`src/rtl/floppy_img_arbiter.sv`:
```
// ----------------------------------------------------------------------------
// floppy_img_arbiter: two-requester disk-image read arbiter with read watchdog.
// Optional FLOPPY_ARB_FIXED_PRIO_EN: requester 0 always wins contention.
// Revision: 1.0
// ----------------------------------------------------------------------------
`default_nettype none

module floppy_img_arbiter #(
  parameter int ADDR_W      = 22,
  parameter int TIMEOUT_CYC = 1023
) (
  input  logic              clk8,
  input  logic              _reset,
  input  logic [1:0]        req,
  input  logic [ADDR_W-1:0] addr0,
  input  logic [ADDR_W-1:0] addr1,
  output logic [1:0]        ack,
  output logic [7:0]        rdData,
  output logic              memReq,
  output logic [ADDR_W-1:0] memAddr,
  input  logic              memAck,
  input  logic [7:0]        memData,
  output logic              busy,
  output logic              timeoutPulse
);

  typedef enum logic [1:0] {
    IDLE = 2'd0,
    WAIT = 2'd1,
    DONE = 2'd2,
    GAP  = 2'd3
  } state_t;

  localparam logic [9:0] TIMER_LAST = 10'(TIMEOUT_CYC - 1);

  state_t            state, state_nxt;
  logic              grant, grant_nxt;
  logic              last_grant, last_grant_nxt;
  logic [9:0]        timer, timer_nxt;
  logic [1:0]        ack_nxt;
  logic [7:0]        rd_data_nxt;
  logic              mem_req_nxt;
  logic [ADDR_W-1:0] mem_addr_nxt;
  logic              busy_nxt;
  logic              timeout_nxt;
  logic              sel;

  // Arbitration choice for the current cycle's request vector.
  always_comb begin
    sel = 1'b0;
    if (req == 2'b10) begin
      sel = 1'b1;
    end else if (req == 2'b11) begin
`ifdef FLOPPY_ARB_FIXED_PRIO_EN
      sel = 1'b0 & last_grant;
`else
      sel = ~last_grant;
`endif
    end
  end

  always_comb begin
    state_nxt      = state;
    grant_nxt      = grant;
    last_grant_nxt = last_grant;
    timer_nxt      = timer;
    ack_nxt        = ack;
    rd_data_nxt    = rdData;
    mem_req_nxt    = memReq;
    mem_addr_nxt   = memAddr;
    timeout_nxt    = timeoutPulse;

    case (state)
      IDLE: begin
        if (req != 2'b00) begin
          grant_nxt      = sel;
          last_grant_nxt = sel;
          mem_addr_nxt   = sel ? addr1 : addr0;
          mem_req_nxt    = 1'b1;
          timer_nxt      = 10'd0;
          state_nxt      = WAIT;
        end
      end
      WAIT: begin
        // A memAck landing on the watchdog cycle takes priority over the timeout.
        if (memAck) begin
          rd_data_nxt = memData;
          mem_req_nxt = 1'b0;
          ack_nxt     = grant ? 2'b10 : 2'b01;
          state_nxt   = DONE;
        end else if (timer == TIMER_LAST) begin
          rd_data_nxt = 8'hFF;
          mem_req_nxt = 1'b0;
          ack_nxt     = grant ? 2'b10 : 2'b01;
          timeout_nxt = 1'b1;
          state_nxt   = DONE;
        end else begin
          timer_nxt = timer + 10'd1;
        end
      end
      DONE: begin
        ack_nxt     = 2'b00;
        timeout_nxt = 1'b0;
        state_nxt   = GAP;
      end
      GAP: begin
        state_nxt = IDLE;
      end
      default: begin
        state_nxt = IDLE;
      end
    endcase

    busy_nxt = (state_nxt != IDLE);
  end

  always_ff @(posedge clk8 or negedge _reset) begin
    if (!_reset) begin
      state        <= IDLE;
      grant        <= 1'b0;
      last_grant   <= 1'b1;
      timer        <= 10'd0;
      ack          <= 2'b00;
      rdData       <= 8'h00;
      memReq       <= 1'b0;
      memAddr      <= '0;
      busy         <= 1'b0;
      timeoutPulse <= 1'b0;
    end else begin
      state        <= state_nxt;
      grant        <= grant_nxt;
      last_grant   <= last_grant_nxt;
      timer        <= timer_nxt;
      ack          <= ack_nxt;
      rdData       <= rd_data_nxt;
      memReq       <= mem_req_nxt;
      memAddr      <= mem_addr_nxt;
      busy         <= busy_nxt;
      timeoutPulse <= timeout_nxt;
    end
  end

endmodule

`default_nettype wire
```
`config.mk`:
```
export PLATFORM = sky130hd
export DESIGN_NAME = floppy_img_arbiter
export DESIGN_NICKNAME = d
export VERILOG_FILES = /design/src/rtl/floppy_img_arbiter.sv
export SDC_FILE = /design/constraint.sdc
export NUM_CORES = 1
export LEC_CHECK = 0
export BUFFER_PORTS_ARGS = -buffer_cell sky130_fd_sc_hd__buf_4
export CAP_MARGIN = 30
export CORE_UTILIZATION = 44
export DETAILED_ROUTE_END_ITERATION = 10
export PLACE_DENSITY_LB_ADDON = 0.1
export REMOVE_ABC_BUFFERS = 1
export SKIP_CTS_REPAIR_TIMING = 1
export SLEW_MARGIN = 10
export SYNTH_ARGS = -nofsm -noshare
export SYNTH_HDL_FRONTEND = slang
export SYNTH_SLANG_ARGS = --single-unit
```
`constraint.sdc`:
```
create_clock -name clk8 -period 1.8 [get_ports clk8]
set_clock_uncertainty 0.15 [all_clocks]
set_input_delay 0.27 -clock clk8 [delete_from_list [all_inputs] [get_ports clk8]]
set_output_delay 0.27 -clock clk8 [all_outputs]
set_load 0.03 [all_outputs]
```
==> summary.md <==
| Metric | Value |
|---|---|
| VDD IR-drop max | `795 µV` |
| Post-DP HPWL | `approximately 4400 µm` |
| Psw | `2590 µW` |
| GRT overflow | `0` |
| Clk pin slew, worst setup/hold paths | `approximately 0.090 ns` |
| Clk pwr share | `14.6%` |
| Tcrit/Tclk final | `106%` |
| Post-synthesis sequential area ratio | `50.1%` |
| Antenna violations before repair | `0` |
| Final #Nets | `between 400 and 500` |
| Slew Limit Fails | `0` |
| CTS sink count | `49` |
| Syn avg cell area | `approximately 10 µm²` |
| Final Non-Filler Cells | `roughly 430` |
| Routed WL | `~6200 µm` |
| Die ar. | `between 0.005 and 0.006 mm²` |
| Sequential share of power | `about 29%` |
| Port bufs | `between 90 and 100` |
| Worst hold slack | `about 0.03 ns` |
| Ys async rst share | `100%` |
| Worst-margin pin slew | `approximately 0.6 ns` |
| Total CTS buffers | `5` |
| Startpoint types | `register` |
| Core Box Area | `roughly 0.0052 mm²` |
| Largest net degree at the start of global routing | `50` |
| WL/cell | `14.6 µm` |
| Number of distinct library cells after synthesis | `45` |
| Synthesized flop and latch total | `between 40 and 50` |
| WP data required | `1.89 ns` |
| Share of layout cells above drive strength 1 | `between 40 and 50%` |
| WS Path Type | `register to register` |
| Most frequent cell after synthesis | `dfrtp_1` |
| Tmin final | `around 1.9 ns` |
| Power Density | `between 1500 and 2000 mW/mm²` |
| Max Freq | `approximately 520 MHz` |
| Die width | `roughly 77 µm` |
| CP endpoint kind | `register` |
| Sw Share | `41.5%` |
| Pint | `about 3600 µW` |
| TritonCTS clock tree | `built` |
| Main synth FF type | `dfrtp_1` |
| Synth area leaders | `dfrtp_1 49%, mux2i_1 9.8%, o21ai_0 5.7%, nand2_1 4.6%, ha_1 3.1%` |
| Total number of vias | `roughly 2200` |
| Yosys top cell area share | `a little under 50%` |
| Synth Cell Area | `approximately 0.0025 mm²` |
| DP Cell Count | `a little over 400` |
| GP Congestion | `between 0.7 and 0.8` |
| Drt initial violations | `roughly 120` |
| Comb pwr share | `56.0%` |
| Worst slew margin | `between 50% and 60%` |
| First-pass GRT wire length | `around 9800 µm` |
| Critical path arrival | `about 2.0 ns` |
| CTS H-tree lvls | `2` |
| Vias in the first global route | `2178` |
| Hold Path Class | `input port to register` |
| Ports | `slightly above 90` |
| Worst Reg-to-Reg Cells | `6` |
| Cells on Worst Hold Path | `2` |
| Rows | `26` |
| P&R area growth vs syn | `53.3%` |
| Synth Warn # | `0` |
| Final Power | `6230 µW` |
| Root buffer cell | `clkbuf_8` |
| EDFF count, synth | `0` |
| Synthesized instance count | `~230` |
| Antenna diode count | `0` |
| Most frequent cells after synthesis | `48 x dfrtp_1, 30 x nand2_1, 28 x o21ai_0` |
| Gr usage total | `21.2%` |
| Bufs on Longest Clock Path | `2` |
| Post-place instance area | `roughly 0.0034 mm²` |
| Vias/cell | `between 5 and 6` |
| Initial DRT Pass Iterations | `4` |
| Final setup fails | `21` |
| Final Cell Area | `0.00376 mm²` |
| Reg2Reg Setup Slack | `-0.11 ns` |
| Max cap viols | `0` |
| Hold Violations, Final | `0` |
| Status | `complete, but fails checks` |
| Initial Util | `between 40% and 50%` |
| Die Ht | `76.6 µm` |
| Post-route DRC | `0` |
| CP max FO | `4` |
| Clock latency on the worst-skew pair | `0.30 ns` |
| Failing checks | `negative setup slack` |
| Final worst slack | `-0.111 ns` |
| Unrepaired setup endpoints after global routing | `true` |
| Area leader, netlist | `dfrtp_1` |
| Final ANT Viol Nets | `0` |
| Setup TNS | `-0.882 ns` |
| Cell leakage power | `between 0.0015 and 0.002 µW` |
[per-stage QoR]
step           setup WS [ns]  utilization [%]
3_5_place_dp          -0.108             65.3
2_1_floorplan          -1.73                -
6_report              -0.111             71.8
4_1_cts               -0.174             67.9
3_3_place_gp         -0.0668             65.3
5_1_grt               -0.173             71.8
[layout make-up]
| type | count | area, µm² |
|---|---|---|
| fillers | 406 | 1480 |
| flip-flops and latches | 49 | 1230 |
| well taps | 70 | 87.6 |
| multi-input cells | 164 | 1260 |
| clock inverters | 3 | 65.1 |
| repair buffers | 130 | 1010 |
| inverters | 7 | 28.8 |
| clock buffers | 5 | 68.8 |
[logic make-up after synthesis]
group	after synthesis	share of synthesized area (%)
fa+ha+maj	6	3.06
buf+inv	21	4.29
compound gates	64	16.7
simple gates	70	16.0
flops	49	50.1
mux	24	9.80
[registers in the layout (all words and copies together) (netlist names), 2 cells and up]
register / cells
timer: 10
rdData: 8
ack: 2
state: 2
memAddr: 22
[per-layer routing]
metal  vias to the layer above  GRT usage, %  share of wire (%)
li1                       1099             -                  -
met1                      1014          27.4                 45
met2                        62          34.0                 49
met3                         6          5.27                5.3
met4                         0          9.04               0.83
met5                         -             0                  0
[layout by cell type, fill, tap and decap left out, types with 2 or more instances in the layout]
cell / synthesis / final
mux2i_1: 24 / 24
buf_12: 0 / 2
nor2_1: 4 / 4
o21ai_0: 28 / 26
inv_1: 6 / 4
nand3_2: 0 / 2
buf_4: 0 / 124
a311o_1: 2 / 2
ha_1: 6 / 3
nor4_1: 4 / 2
a21oi_2: 0 / 6
ha_4: 0 / 2
a21oi_1: 10 / 4
buf_6: 1 / 3
bufinv_16: 0 / 2
clkbuf_8: 1 / 5
o22a_1: 8 / 8
dfrtp_1: 48 / 47
inv_2: 0 / 2
or4_1: 6 / 2
nor3_1: 4 / 3
nand2_1: 30 / 29
nor3b_1: 2 / 2
nand3_1: 4 / 2
nand4_4: 1 / 2
o31ai_1: 5 / 4
or2_2: 3 / 2
a31oi_1: 2 / 2
or4_4: 0 / 4
[worst max-delay path, cell delays in order (launching register included)]
cell     delay [ns]
dfrtp_1        0.36
inv_1          0.06
ha_2           0.20
nand3_2        0.09
o31a_1         0.26
or4b_2         0.62
nand3_1        0.11
[power groups by stage]
stage                     clock network [µW]  registers [µW]  logic, µW
after CTS                                944            1820       3210
after floorplan                            0            2550       1060
after detailed placement                   0            1830       3200
after global routing                     980            1890       3770
final                                    911            1830       3490
after global placement                     0            1820       3150
[final timing paths]
check / from / to
worst max-delay path: timer[0]$_DFFE_PN0P_ / timer[1]$_DFFE_PN0P_
worst min-delay path: req[0] / last_grant$_DFFE_PN1P_
worst max register to register: timer[0]$_DFFE_PN0P_ / timer[1]$_DFFE_PN0P_
worst min register to register: memAddr[4]$_DFFE_PN0P_ / memAddr[4]$_DFFE_PN0P_
max in group asynchronous: _reset / timer[3]$_DFFE_PN0P_
min in group asynchronous: _reset / timer[6]$_DFFE_PN0P_
Power figures use the tool's default switching activity.
